==> src/rtl/modbus_uart.sv <==
// modbus_uart: serial PHY for the MODBUS RTU slave endpoint.
// Holds a UART receiver, a UART transmitter and a bit-period tick generator on
// one clock. Line format: 8 data bits LSB first, optional parity, 1/2 stop bits,
// 16x oversampling.
//
// Ports:
//   clk         reference clock
//   reset       asynchronous active-high reset
//   rx          serial line in (asynchronous, idle high)
//   tx          serial line out (idle high)
//   txdata      byte to send, captured on the send rising edge
//   send        rising edge requests a transmission
//   txbusy      high while a TX frame is in progress
//   rxdata      last received byte
//   ready       one-clk pulse: rxdata holds a valid new byte
//   rxerr       one-clk pulse: framing or parity error
//   timeout_clk one-clk pulse once per bit period
module modbus_uart #(
    parameter int unsigned CLKDIV   = 27,
    parameter int unsigned PARITY   = 1,
    parameter int unsigned STOPBITS = 1
) (
    input  logic       clk,
    input  logic       reset,
    input  logic       rx,
    output logic       tx,
    input  logic [7:0] txdata,
    input  logic       send,
    output logic       txbusy,
    output logic [7:0] rxdata,
    output logic       ready,
    output logic       rxerr,
    output logic       timeout_clk
);

    localparam int unsigned DIV_W = 16;
    localparam logic [DIV_W-1:0] DIV_MAX = DIV_W'(CLKDIV - 1);

    typedef enum logic [2:0] {
        R_IDLE, R_START, R_DATA, R_PARITY, R_STOP, R_BREAK
    } rx_state_e;

    typedef enum logic [2:0] {
        T_IDLE, T_START, T_DATA, T_PARITY, T_STOP
    } tx_state_e;

    // Tick generation
    logic [DIV_W-1:0] div_q, div_d;
    logic [3:0]       tmo_q, tmo_d;
    logic             timeout_clk_q, timeout_clk_d;
    logic             tick_c;

    // Receiver
    logic       rx_s1_q, rx_s2_q;
    rx_state_e  r_state_q, r_state_d;
    logic [3:0] r_phase_q, r_phase_d;
    logic [2:0] r_bit_q, r_bit_d;
    logic [7:0] r_shift_q, r_shift_d;
    logic       r_perr_q, r_perr_d;
    logic [7:0] rxdata_q, rxdata_d;
    logic       ready_q, ready_d;
    logic       rxerr_q, rxerr_d;
    logic       r_sample_c;
    logic       r_par_c;

    // Transmitter
    logic       send_q;
    logic       send_edge_c;
    tx_state_e  t_state_q, t_state_d;
    logic [3:0] t_phase_q, t_phase_d;
    logic [2:0] t_bit_q, t_bit_d;
    logic [7:0] t_byte_q, t_byte_d;
    logic       t_par_q, t_par_d;
    logic       tx_q, tx_d;
    logic       txbusy_q, txbusy_d;

    // Oversample tick and bit-period timeout pulse, both free running
    always_comb begin
        tick_c        = (div_q == DIV_MAX);
        div_d         = tick_c ? '0 : div_q + DIV_W'(1);
        tmo_d         = tick_c ? tmo_q + 4'd1 : tmo_q;
        timeout_clk_d = tick_c && (tmo_q == 4'hF);
    end

    // RX next state: start detect, mid-bit sampling, parity and stop checks
    always_comb begin
        r_state_d = r_state_q;
        r_phase_d = r_phase_q;
        r_bit_d   = r_bit_q;
        r_shift_d = r_shift_q;
        r_perr_d  = r_perr_q;
        rxdata_d  = rxdata_q;
        ready_d   = 1'b0;
        rxerr_d   = 1'b0;
        r_par_c   = (PARITY == 2) ? ~^r_shift_q : ^r_shift_q;
        // The start bit is sampled at mid-bit; every later bit 16 ticks on.
        r_sample_c = tick_c &&
                     (r_phase_q == ((r_state_q == R_START) ? 4'd7 : 4'd15));

        if (tick_c) begin
            case (r_state_q)
                R_IDLE: begin
                    if (!rx_s2_q) begin
                        r_state_d = R_START;
                        r_phase_d = 4'd0;
                    end
                end
                R_BREAK: begin
                    if (rx_s2_q) r_state_d = R_IDLE;
                end
                default: begin
                    if (r_sample_c) begin
                        r_phase_d = 4'd0;
                        case (r_state_q)
                            R_START: begin
                                if (rx_s2_q) begin
                                    r_state_d = R_IDLE;
                                end else begin
                                    r_state_d = R_DATA;
                                    r_bit_d   = 3'd0;
                                    r_perr_d  = 1'b0;
                                end
                            end
                            R_DATA: begin
                                r_shift_d = {rx_s2_q, r_shift_q[7:1]};
                                r_bit_d   = r_bit_q + 3'd1;
                                if (r_bit_q == 3'd7)
                                    r_state_d = (PARITY != 0) ? R_PARITY : R_STOP;
                            end
                            R_PARITY: begin
                                r_perr_d  = (rx_s2_q != r_par_c);
                                r_state_d = R_STOP;
                            end
                            R_STOP: begin
                                if (rx_s2_q) begin
                                    rxdata_d  = r_shift_q;
                                    ready_d   = ~r_perr_q;
                                    rxerr_d   = r_perr_q;
                                    r_state_d = R_IDLE;
                                end else begin
                                    // Framing error or break: one rxerr, then wait for idle
                                    rxerr_d   = 1'b1;
                                    r_state_d = R_BREAK;
                                end
                            end
                            default: r_state_d = R_IDLE;
                        endcase
                    end else begin
                        r_phase_d = r_phase_q + 4'd1;
                    end
                end
            endcase
        end
    end

    // TX next state: frame sequencing, 16 ticks per bit
    always_comb begin
        send_edge_c = send & ~send_q;
        t_state_d   = t_state_q;
        t_phase_d   = t_phase_q;
        t_bit_d     = t_bit_q;
        t_byte_d    = t_byte_q;
        t_par_d     = t_par_q;
        tx_d        = tx_q;
        txbusy_d    = txbusy_q;

        case (t_state_q)
            T_IDLE: begin
                if (send_edge_c) begin
                    t_byte_d  = txdata;
                    t_par_d   = (PARITY == 2) ? ~^txdata : ^txdata;
                    t_state_d = T_START;
                    t_phase_d = 4'd0;
                    t_bit_d   = 3'd0;
                    tx_d      = 1'b0;
                    txbusy_d  = 1'b1;
                end
            end
            default: begin
                if (tick_c) begin
                    if (t_phase_q == 4'd15) begin
                        t_phase_d = 4'd0;
                        case (t_state_q)
                            T_START: begin
                                t_state_d = T_DATA;
                                tx_d      = t_byte_q[0];
                                t_byte_d  = {1'b0, t_byte_q[7:1]};
                                t_bit_d   = 3'd0;
                            end
                            T_DATA: begin
                                if (t_bit_q == 3'd7) begin
                                    t_bit_d = 3'd0;
                                    if (PARITY != 0) begin
                                        t_state_d = T_PARITY;
                                        tx_d      = t_par_q;
                                    end else begin
                                        t_state_d = T_STOP;
                                        tx_d      = 1'b1;
                                    end
                                end else begin
                                    tx_d     = t_byte_q[0];
                                    t_byte_d = {1'b0, t_byte_q[7:1]};
                                    t_bit_d  = t_bit_q + 3'd1;
                                end
                            end
                            T_PARITY: begin
                                t_state_d = T_STOP;
                                tx_d      = 1'b1;
                                t_bit_d   = 3'd0;
                            end
                            T_STOP: begin
                                if ((STOPBITS == 2) && (t_bit_q == 3'd0)) begin
                                    t_bit_d = 3'd1;
                                end else begin
                                    t_state_d = T_IDLE;
                                    txbusy_d  = 1'b0;
                                    tx_d      = 1'b1;
                                end
                            end
                            default: begin
                                t_state_d = T_IDLE;
                                txbusy_d  = 1'b0;
                                tx_d      = 1'b1;
                            end
                        endcase
                    end else begin
                        t_phase_d = t_phase_q + 4'd1;
                    end
                end
            end
        endcase
    end

    // State registers
    always_ff @(posedge clk or posedge reset) begin
        if (reset) begin
            div_q         <= '0;
            tmo_q         <= 4'd0;
            timeout_clk_q <= 1'b0;
            rx_s1_q       <= 1'b1;
            rx_s2_q       <= 1'b1;
            r_state_q     <= R_IDLE;
            r_phase_q     <= 4'd0;
            r_bit_q       <= 3'd0;
            r_shift_q     <= 8'd0;
            r_perr_q      <= 1'b0;
            rxdata_q      <= 8'd0;
            ready_q       <= 1'b0;
            rxerr_q       <= 1'b0;
            send_q        <= 1'b0;
            t_state_q     <= T_IDLE;
            t_phase_q     <= 4'd0;
            t_bit_q       <= 3'd0;
            t_byte_q      <= 8'd0;
            t_par_q       <= 1'b0;
            tx_q          <= 1'b1;
            txbusy_q      <= 1'b0;
        end else begin
            div_q         <= div_d;
            tmo_q         <= tmo_d;
            timeout_clk_q <= timeout_clk_d;
            rx_s1_q       <= rx;
            rx_s2_q       <= rx_s1_q;
            r_state_q     <= r_state_d;
            r_phase_q     <= r_phase_d;
            r_bit_q       <= r_bit_d;
            r_shift_q     <= r_shift_d;
            r_perr_q      <= r_perr_d;
            rxdata_q      <= rxdata_d;
            ready_q       <= ready_d;
            rxerr_q       <= rxerr_d;
            send_q        <= send;
            t_state_q     <= t_state_d;
            t_phase_q     <= t_phase_d;
            t_bit_q       <= t_bit_d;
            t_byte_q      <= t_byte_d;
            t_par_q       <= t_par_d;
            tx_q          <= tx_d;
            txbusy_q      <= txbusy_d;
        end
    end

    assign tx          = tx_q;
    assign txbusy      = txbusy_q;
    assign rxdata      = rxdata_q;
    assign ready       = ready_q;
    assign rxerr       = rxerr_q;
    assign timeout_clk = timeout_clk_q;

endmodule
==> config.mk <==
export PLATFORM = sky130hd
export DESIGN_NAME = modbus_uart
export DESIGN_NICKNAME = d
export VERILOG_FILES = /design/src/rtl/modbus_uart.sv
export SDC_FILE = /design/constraint.sdc
export NUM_CORES = 1
export LEC_CHECK = 0
export BUFFER_PORTS_ARGS = -buffer_cell sky130_fd_sc_hd__buf_4
export CAP_MARGIN = 10
export CORE_MARGIN = 3
export CORE_UTILIZATION = 50
export DETAILED_ROUTE_END_ITERATION = 16
export PLACE_DENSITY = 0.8
export RECOVER_POWER = 50
export SLEW_MARGIN = 20
export SYNTH_ARGS = -nofsm -noshare
export SYNTH_HDL_FRONTEND = slang
export SYNTH_SLANG_ARGS = --single-unit
==> constraint.sdc <==
create_clock -name clk -period 2.9 [get_ports clk]
set_clock_uncertainty 0.1 [all_clocks]
set_input_delay 0.29 -clock clk [delete_from_list [all_inputs] [get_ports clk]]
set_output_delay 0.29 -clock clk [all_outputs]
set_load 0.03 [all_outputs]
After elaboration in Yosys (flattened, before gate mapping)
Cells that the tools add are included.
{ "op_classes": {"eq_ne": 23, "bitwise": 5, "mux": 60, "n_addsub": 6, "n_reduce_logical": 29} }
{ "ops": {"columns": ["operator", "n"], "rows": [
  ["3-bit two-way mux", 16],
  ["8-bit two-way mux", 5],
  ["4-bit two-way mux", 7],
  ["5-bit AND reduction", 5],
  ["1-bit two-way mux", 21],
  ["3-bit case mux with 2 select lines", 3],
  ["16-bit by 1-bit adder with 16-bit output, second input constant", 1],
  ["16-bit by 5-bit equality test with 1-bit output, second input constant", 1],
  ["16-bit two-way mux", 1],
  ["8-bit case mux with 2 select lines", 1],
  ["4-bit AND reduction", 4],
  ["8-bit parity", 2],
  ["4-bit by 1-bit adder with 4-bit output, second input constant", 3],
  ["3-bit by 2-bit equality test with 1-bit output, second input constant", 4],
  ["3-bit equality test, second input constant", 4],
  ["3-bit case mux with 4 select lines", 1],
  ["3-bit case mux with 3 select lines", 1],
  ["3-bit nonzero test", 3],
  ["4-bit equality test, second input constant", 2],
  ["2-bit != test, second input constant", 4],
  ["4-bit case mux with 2 select lines", 1],
  ["2-bit nonzero test", 4],
  ["3-bit by 1-bit adder with 3-bit output, second input constant", 2],
  ["3-bit by 1-bit equality test with 1-bit output, second input constant", 2],
  ["15 further kinds", 25]
]} }
{ "totals": {"inputBits": 12, "reg_bits": 74, "out_inout_bits": 13} }

Logic depth before layout (Yosys ltp)
Gate-level depths: netlist of run 1.
{ "logic_depth": {"word_depth": 7, "depth_mapped": 9} }

Worst setup path after synthesis of run 1
Ideal clock, no wire load.
{ "synth_path": {"path_kind": "flip-flop to flip-flop", "start": "register div_q[0]", "end": "register r_state_q[2]", "synth_period_minus_slack_ps": 2244, "path_stages_with_launch": 9, "t_required_ps": 2675, "setup_ps": 125, "arrival_time_ps": 2019, "setup_slack_ps": 656, "cell_sequence": "dfrtp_1 -> inv_1 -> ha_1 -> nor4bb_1 -> and4_1 -> buf_2 -> nand2_1 -> nor4_2 -> mux2_2"} }
{ "synth_between": {"elab_chain_len": 4} }
{ "synth_lines": {"columns": ["element", "line", "source"], "rows": [
  ["start: declaration", "48", "logic [DIV_W-1:0] div_q, div_d;"],
  ["start signal: assignment", "259", "div_q <= div_d;"],
  ["16-bit by 5-bit equality test with 1-bit output (*)", "79", "tick_c = (div_q == DIV_MAX);"],
  ["1-bit logical AND", "97", "r_sample_c = tick_c &&"],
  ["3-bit nonzero test (no line)", null, null],
  ["5-bit AND reduction (no line) (*)", null, null],
  ["end signal: assignment", "264", "r_state_q <= r_state_d;"],
  ["end: declaration", "55", "rx_state_e r_state_q, r_state_d;"]
]} }
Mark *: on every way between the ends. The rest lies on a longest branch, timed or not.
A chain may end at the register's enable or synchronous reset.

Worst setup path in the final report of run 1
{ "layout_path": {"start": "register div_q[0]", "end": "register t_byte_q[3]"} }
{ "layout_between": {"elab_chain_len": 3} }
{ "layout_lines": {"columns": ["element", "line", "source"], "rows": [
  ["16-bit by 5-bit equality test with 1-bit output", "79", null],
  ["2-bit nonzero test (no line)", null, null],
  ["5-bit AND reduction (no line)", null, null],
  ["end signal: assignment", "276", "t_byte_q <= t_byte_d;"],
  ["end: declaration", "72", "logic [7:0] t_byte_q, t_byte_d;"]
]} }
Every way passes these cells.

==> results of run 1 <==
[worst register-to-register path: stages (launching register included)]
cell and delay (ns):
sky130_fd_sc_hd__dfrtp_1 0.42, sky130_fd_sc_hd__inv_1 0.07, sky130_fd_sc_hd__ha_1 0.13, sky130_fd_sc_hd__nor4bb_1 0.37, sky130_fd_sc_hd__and4_1 0.34, sky130_fd_sc_hd__buf_4 0.22, sky130_fd_sc_hd__a21oi_2 0.12, sky130_fd_sc_hd__nand2b_4 0.24
sky130_fd_sc_hd__mux2_4 0.33
[registers in the layout, indices dropped and copies added (netlist names), 3 cells and up]
signal and cells:
rxdata 8, r_bit_q 3, t_byte_q 8, r_phase_q 4, t_bit_q 3, t_phase_q 4, div_q 16, tmo_q 4
r_shift_q 8, t_state_q 3, r_state_q 3
[Yosys cell counts]
| cell type | n |
|---|---|
| sky130_fd_sc_hd__dfrtp_1 | 71 |
| sky130_fd_sc_hd__nand2_1 | 54 |
| sky130_fd_sc_hd__nor2_1 | 27 |
| sky130_fd_sc_hd__xnor2_1 | 26 |
| sky130_fd_sc_hd__mux2_2 | 20 |
| sky130_fd_sc_hd__nand3_1 | 13 |
| sky130_fd_sc_hd__o21ai_0 | 12 |
| sky130_fd_sc_hd__ha_1 | 9 |
| sky130_fd_sc_hd__inv_1 | 9 |
| sky130_fd_sc_hd__a21oi_1 | 8 |
| sky130_fd_sc_hd__xor2_1 | 8 |
| sky130_fd_sc_hd__mux2_4 | 7 |
| sky130_fd_sc_hd__nor3_1 | 7 |
| sky130_fd_sc_hd__clkbuf_1 | 6 |
| sky130_fd_sc_hd__nand4_1 | 5 |
| sky130_fd_sc_hd__nand3b_1 | 4 |
| sky130_fd_sc_hd__nor3b_1 | 4 |
| sky130_fd_sc_hd__o31ai_1 | 4 |
| sky130_fd_sc_hd__a21o_1 | 3 |
| sky130_fd_sc_hd__a22o_1 | 3 |
| sky130_fd_sc_hd__buf_2 | 3 |
| sky130_fd_sc_hd__buf_6 | 3 |
| sky130_fd_sc_hd__dfstp_2 | 3 |
| sky130_fd_sc_hd__nor4_1 | 3 |
| sky130_fd_sc_hd__and3_1 | 2 |
| sky130_fd_sc_hd__and4_1 | 2 |
| sky130_fd_sc_hd__mux2i_1 | 2 |
| sky130_fd_sc_hd__nand2b_1 | 2 |
| sky130_fd_sc_hd__o41ai_1 | 2 |
| sky130_fd_sc_hd__a2111oi_0 | 1 |
| sky130_fd_sc_hd__a21oi_2 | 1 |
| sky130_fd_sc_hd__a31oi_1 | 1 |
| sky130_fd_sc_hd__a32o_1 | 1 |
| sky130_fd_sc_hd__and2_1 | 1 |
| sky130_fd_sc_hd__nand2b_4 | 1 |
| sky130_fd_sc_hd__nand3_2 | 1 |
| sky130_fd_sc_hd__nor2b_1 | 1 |
| sky130_fd_sc_hd__nor3b_4 | 1 |
| sky130_fd_sc_hd__nor4_2 | 1 |
| sky130_fd_sc_hd__nor4b_1 | 1 |
| sky130_fd_sc_hd__nor4bb_1 | 1 |
| sky130_fd_sc_hd__or2_2 | 1 |
| sky130_fd_sc_hd__or3_4 | 1 |
[metrics by stage]
step,util [%],instance area [µm²],setup slack (ns)
5_1_grt,59.0,4070,0.197
6_report,59.0,4070,0.449
3_3_place_gp,56.1,3880,0.605
2_1_floorplan,-,3610,0.633
4_1_cts,59.7,4130,0.451
3_5_place_dp,56.1,3880,0.463
[routing by layer]
metal | track usage (%) | routed length, µm
met1 | 20.9 | 2950
met2 | 27.2 | 3130
met3 | 5.22 | 214
met4 | 7.04 | 130
met5 | 0 | 0
[cell families (layout without fill, tap and decap cells)]
| family | count (synthesis) | in the layout | synth area share [%] |
|---|---|---|---|
| flops | 74 | 74 | 51.4 |
| xor+xnor | 34 | 34 | 8.24 |
| fa+ha+maj | 9 | 9 | 3.12 |
| buf+inv | 21 | 55 | 2.91 |
| compound gates | 36 | 36 | 6.37 |
| simple gates | 133 | 133 | 18.3 |
| mux | 29 | 29 | 9.70 |
[power groups by stage]
stage	Combinational, mW	Sequential, mW	Clock [mW]
CTS	0.0976	1.06	0.891
floorplan	0.0606	1.08	0
global route	0.105	1.06	0.931
finish	0.0917	1.06	0.865
global placement	0.0895	1.08	0
detailed placement	0.0939	1.08	0
[final timing paths]
path	startpoint	end	cells after the start
worst max-delay path	div_q[0]$_DFF_PP0_	t_byte_q[3]$_DFFE_PP0P_	8
worst min-delay path	txdata[7]	t_byte_q[7]$_DFFE_PP0P_	2
worst max register to register	div_q[0]$_DFF_PP0_	t_byte_q[3]$_DFFE_PP0P_	8
worst min register to register	rx_s1_q$_DFF_PP1_	rx_s2_q$_DFF_PP1_	0
max in group asynchronous	reset	tx$_DFFE_PP1P_	4
min in group asynchronous	reset	div_q[15]$_DFF_PP0_	3
[final cells by class]
cell class	count	share of cell area (%)
multi-input combinational	241	40.6
tap	96	2.95
sequential	74	45.6
timing repair buffer	30	4.73
clock buffer	11	3.47
inverter	9	0.829
clock inverter	5	1.90
[what timing repair did]
action	CTS	global route
hold buffers	3	0
endpoints found under the hold margin	30	0
endpoints found under the setup margin	0	0
==> run summary, run 1 <==
Of the cells placed in the final design, the portion with a size suffix greater than 1 is 17.6%. The floorplan has 30 rows. The first TritonRoute pass finished after 4 iterations. STA classifies the critical path endpoint as a register. Once detail routing completed, the nets flagged for antenna violations numbered 0. Grouping stages by cell kind, the critical path spends the most delay in simple AND/OR/NAND/NOR gates.

The logs give 52.5% for the share of total power in sequential cells and 0.000534 V for the worst IR drop on VDD. Fill cells in the final layout number 604. The longest clock path from root to sink contains 2 buffers.

STA classifies the critical path startpoint as a register. The per-instance average area after synthesis came out at 10.8 µm². The total overflow left after global routing is 0.

The summed instance area of the synthesized netlist is 0.00361 mm². The DRC violations left was 0; the total chip power was 2.02 mW. Combinational logic burns 4.5% of the power. Detailed routing inserted a total of 2477 vias. The core region is 0.00691 mm². The most common cell after layout, fill and taps aside is sky130_fd_sc_hd__dfrtp_1. 0 antenna diodes ended up in the layout.

Wires add up to 6430 µm. From left edge to right edge, the die measures 91.0 µm. The quantity of gates resized following cts was 0; the CTS H-tree depth was 3.

Setup violations remaining at the end of the flow were counted as 0. The critical path in this run is classified as register to register. The run gives 4500 µm as the half-perimeter wire length of the detailed placement result. Together, buffers and inverters on the worst path number 2. Along the worst path, the maximum fanout reaches 13.

The total of warnings raised by yosys is 0, and the clock slew at the register clock pins of the worst setup and hold paths is 0.08 ns. Pin placement for this block handled 25 I/O pins. Max-slew violation total from the final report: 0. STA puts the critical path data required time at 3.03 ns. The ratio of routed vias to standard cells is 5.32, and the sequential cell area fraction in the yosys report is 51.4%. The tools report the number of max-cap violations as 0. The worst register-to-register path has a setup slack of 0.45 ns. Net switching is 21.1% of the power.

The run finished with clean final reports. In the layout the commonest cells are sky130_fd_sc_hd__dfrtp_1 (71), sky130_fd_sc_hd__nand2_1 (54), sky130_fd_sc_hd__nor2_1 (27), sky130_fd_sc_hd__xnor2_1 (26), sky130_fd_sc_hd__mux2_2 (20). The first global-routing pass estimated 11200 µm of wire.

The worst slack on hold paths came out at 0.123 ns. For the worst-skew pair later-pin latency, the log shows 0.34 ns. The final hold violation count is 0, and the number of clock buffers inserted by TritonCTS is 9.

Walking the worst path, the cells encountered are inv_1, ha_1, nor4bb_1, and4_1, buf_4, a21oi_2, nand2b_4, mux2_4. The post-route setup TNS is 0 ns, and the number of DRC markers after the initial detailed-route iteration is 105. The final critical-path required period was 2.45 ns.

The stage delay of the slowest cell on the critical path was 0.42 ns; the highest attainable clock frequency was 408 MHz. The net switching power was 0.426 mW; the aggregate global-route resource usage was 16.8%. On the critical path, the stage with the largest delay is an instance of sky130_fd_sc_hd__dfrtp_1.

The die extent in y is 91.0 µm. At the pin with the least slew margin, the transition time is 1.11 ns. Routability-driven placement finished with a final weighted congestion of 0.793. After synthesis, the netlist uses 43 different library cells. The die covers 0.00828 mm². The number of global-route vias before repair came out at 2464.

In this run the worst hold path is classified as input pin to register. The area of the multi-input gates is 0.00165 mm². For the pin count of the biggest net entering global routing, the log shows 47.

TritonCTS built the clock tree. The run gives 0 as the initial antenna violation count. The library cell used as clock root buffer was sky130_fd_sc_hd__clkbuf_8. In the post-synthesis netlist, the biggest area contributors are sky130_fd_sc_hd__dfrtp_1 (49%), sky130_fd_sc_hd__xnor2_1 (6.3%), sky130_fd_sc_hd__mux2_2 (6.2%). For this design the static power due to leakage is 1.89 nW. For the net count of the mapped netlist, the log shows 357.

At the worst endpoint, the arrival time is 2.58 ns. Setup repair after global routing left no endpoint under its margin. The proportion of power drawn by the clock network is 42.9%.

The most area-hungry cell type in the Yosys netlist was sky130_fd_sc_hd__dfrtp_1. The fraction of the cycle the final worst path needs was 84.5%; the cell total after placement was 447. The ratio of total power to cell area came out at 495 mW/mm². Count of input and output buffers: 24. The synthesis-to-layout area growth is 12.7%, and the clock sink count is 74. The starting density of the core is 52.3%. The number of buffers inserted to repair setup after CTS was 0; the fraction of post-synthesis cell area in the top cell type by area was 49.2%. The tools report the non-filler instance count after layout as 466. In this run the tightest slew margin relative to its limit is 25.6%.

After the last flow step, the layout net total stands at 386. Across the whole layout, storage elements account for 0.00186 mm². The average detailed-routed wire length per instance is 13.8 µm. After technology mapping, the gate count stands at 336.

After synthesis the netlist holds a flip-flop and latch count of 74. Cell internal power was estimated by the tool at 1.59 mW.
Power figures use the tool's default switching activity.
==> run 2, diff against run 1 <==
- clock period: 2.9 -> 2.4 ns (I/O delays scaled with it)
==> run 2 against run 1 <==
Sequential power rose by 21%. Register-to-register slack worse by 0.29 ns. Non-clock buffer count up 11. Combinational power rose by 20%. Global-route usage shrank 0.31 points. Fmax up 9.5%. Cell count is 2.4% higher. Via count rose by 1.7%. Worst hold slack worse by 0.062 ns.
==> run summary, run 2 (synthesized netlist as in run 1, its figures left out) <==
The flow ran to the end, and the final reports show no timing, DRC or antenna violations. The wire length of the first global-routing pass came out at 11200 µm (-0.18%). The worst hold path class is input pin to register. The half-perimeter wire length of the detailed placement result is 4480 µm (-0.41%), and the width of the die is 91.0 µm (unchanged). The aggregate global-route resource usage is 16.5% (-0.31 points). In this run the clock root is driven by a sky130_fd_sc_hd__clkbuf_8. Aggregate global routing overflow: 0 (unchanged).

The total die area came out at 0.00828 mm² (unchanged). The post-route setup TNS was 0 ns (unchanged). The worst setup path is captured at a register.

The run gives 2 (unchanged) as the worst-case clock buffer depth. The endpoint required time on the critical path is 2.53 ns (-0.50 ns). The number of DRC markers after the initial detailed-route iteration was 152 (+45%); the antenna violation net count after detailed routing was 0 (unchanged). The number of global-route vias before repair is 2561 (+3.9%), and the first-pass detailed-route iteration total is 4 (unchanged). The ratio of routed vias to standard cells is 5.28 (-0.65%).

The ratio of total power to cell area works out to 559 mW/mm² (+13%). The count of input and output buffers is 24 (unchanged). The relative max-transition margin was 5.35% (-20 points). The setup slack after placement is 0.0987 ns (-0.365 ns). For the fill cell total of the finished layout, the log shows 609 (+0.83%). The startpoint identified for the worst register-to-register timing path is div_q[0]$_DFF_PP0_. The met1 track utilization from global routing is 20.1% (-0.81 points), and the ratio of cells with drive above 1 in the final layout is 23.1% (+5.5 points). The worst-case setup margin in the final layout was 0.162 ns (-0.287 ns); the average detailed-routed wire length per instance was 13.4 µm (-3.2%).

The worst slack on hold paths was 0.0604 ns (-0.0623 ns); the worst-skew pair later-pin latency was 0.35 ns (about the same). For the worst IR drop on VDD, the log shows 0.000393 V (-27%). TritonCTS built the clock tree.

Clock slew at the register clock pins of the worst setup and hold paths: 0.08 ns (about the same). The final hold violation count is 0 (unchanged), and the die extent in y is 91.0 µm (unchanged). The tools report the count of final setup violators as 0 (unchanged). For the met2 global-route usage, the log shows 27.8% (+0.61 points). The floorplan row count came out at 30 (unchanged). The max-slew violation total from the final report came out at 0 (unchanged).

Number of max-cap violations: 0 (unchanged). The DRC violations left was 0 (unchanged); the highest attainable clock frequency was 447 MHz (+9.5%). The number of diodes is 0 (unchanged), and the CTS H-tree depth is 3 (unchanged). The launching element type of the critical path was a register. The fraction of the cycle the final worst path needs works out to 93.3% (+8.7 points). The clock sink count is 74 (unchanged), and the flip-flop count of the largest register, all copies and words added is 16 (unchanged). In the layout the commonest cells are sky130_fd_sc_hd__dfrtp_1 (71), sky130_fd_sc_hd__nand2_1 (54), sky130_fd_sc_hd__buf_4 (30), sky130_fd_sc_hd__nor2_1 (27), sky130_fd_sc_hd__xnor2_1 (26). Number of nets in the final layout: 397 (+2.8%).

The routed wire length was 6370 µm (-0.90%); the total vias in the final route was 2519 (+1.7%). The startpoint identified for the worst hold timing path is txdata[7]. Layer carrying the most global-route usage: met2. The run gives 25 (unchanged) as the number of top-level pins. The tools report the number of clock buffers inserted by TritonCTS as 9 (unchanged).

By startpoint and endpoint, the worst setup path is classified as register to register. The pin slew with the least headroom to its limit is 1.42 ns (+0.305 ns). The floorplan core area was 0.00691 mm² (unchanged); the initial antenna violation count was 0 (unchanged). For the routability-driven placement congestion ratio, the log shows 0.829 (+4.6%). The tools report the standby leakage power as 1.97 nW (+4.2%). The pin count of the biggest net entering global routing came out at 47 (unchanged). The most common cell after layout, fill and taps aside was sky130_fd_sc_hd__dfrtp_1.

The run gives 5.05% (-0.17 points) as the global-route met3 utilization. The area growth from synthesis to layout is 15.3%. The most critical setup path has its startpoint at div_q[0]$_DFF_PP0_. Setup repair after global routing left no endpoint under its margin. The peak fanout along the critical path works out to 13 (unchanged). Cell total after placement: 458 (+2.5%).

Starting density of the core: 52.3% (unchanged). For the non-filler instance count after layout, the log shows 477 (+2.4%). For the arrival time of the worst setup path, the log shows 2.37 ns (-0.21 ns). Ranked by flip-flop count, first place goes to div_q.

The final critical-path required period came out at 2.24 ns (-0.213 ns).
[run 2: cell count changes in the layout (fill, tap and decap cells not counted)]
| cell | change |
|---|---|
| sky130_fd_sc_hd__and4_1 | -1 |
| sky130_fd_sc_hd__and4_4 | +1 |
| sky130_fd_sc_hd__buf_12 | -1 |
| sky130_fd_sc_hd__buf_4 | +20 |
| sky130_fd_sc_hd__bufinv_16 | -1 |
| sky130_fd_sc_hd__clkbuf_1 | -10 |
| sky130_fd_sc_hd__clkbuf_2 | +1 |
| sky130_fd_sc_hd__clkbuf_8 | -1 |
| sky130_fd_sc_hd__clkinv_2 | +1 |
| sky130_fd_sc_hd__clkinv_4 | +2 |
| sky130_fd_sc_hd__nor4_2 | -1 |
| sky130_fd_sc_hd__nor4_4 | +1 |
| sky130_fd_sc_hd__nor4bb_1 | -1 |
| sky130_fd_sc_hd__nor4bb_2 | +1 |
[run 2: routing by layer]
metal	part of all wire [%]	wire (µm)	vias to the layer above
li1	-	-	1235
met1	44	2810	1231
met2	51	3220	48
met3	4.4	280	5
met4	0.93	59	0
met5	0	0	-
[run 2: final timing paths]
| kind | endpoint | cells past startpoint | slack (ns) |
|---|---|---|---|
| worst max-delay path | t_byte_q[0]$_DFFE_PP0P_ | 8 | 0.16 |
| worst min-delay path | t_byte_q[7]$_DFFE_PP0P_ | 2 | 0.06 |
| worst max register to register | t_byte_q[0]$_DFFE_PP0P_ | 8 | 0.16 |
| worst min register to register | rx_s2_q$_DFF_PP1_ | 0 | 0.26 |
| max in group asynchronous | r_bit_q[1]$_DFFE_PP0P_ | 4 | 0.51 |
| min in group asynchronous | div_q[15]$_DFF_PP0_ | 4 | 0.73 |
[run 2: area by class of cell]
cell class,instances,area [µm²],share of cell area [%]
Multi-Input combinational cell,241,1670,40.1
Inverter,9,33.8,0.811
Clock inverter,7,70.1,1.68
Timing Repair Buffer,41,294,7.06
Tap cell,96,120,2.88
Sequential cell,74,1860,44.5
Clock buffer,9,124,2.97
[run 2: power by group]
group          switching, mW  internal [mW]
combinational         0.0618         0.0483
sequential            0.0141           1.26
clock                  0.463          0.477
[run 2: worst max-delay path: stages, from the launching register on]
cell and delay, ns:
sky130_fd_sc_hd__dfrtp_1 0.38, sky130_fd_sc_hd__inv_1 0.06, sky130_fd_sc_hd__ha_1 0.14, sky130_fd_sc_hd__nor4bb_2 0.33, sky130_fd_sc_hd__and4_4 0.30, sky130_fd_sc_hd__buf_4 0.20
sky130_fd_sc_hd__a21oi_2 0.08, sky130_fd_sc_hd__nand2b_4 0.21, sky130_fd_sc_hd__mux2_4 0.33
[run 2: through the flow]
stage | utilization, % | total power, mW | cell area (µm²)
after CTS | 60.6 | 2.37 | 4180
final | 60.3 | 2.33 | 4170
after floorplan | - | 1.37 | 3610
after detailed placement | 57.3 | 1.42 | 3960
after global placement | 57.3 | 1.41 | 3960
after global routing | 60.3 | 2.42 | 4170
[run 2: repair_timing]
item | 4_1_cts | 5_1_grt
setup buffers | 0 | 0
hold buffers | 3 | 0
endpoints found under the hold margin | 73 | 0
gates resized for setup | 0 | 4
setup endpoints to repair | 0 | 21
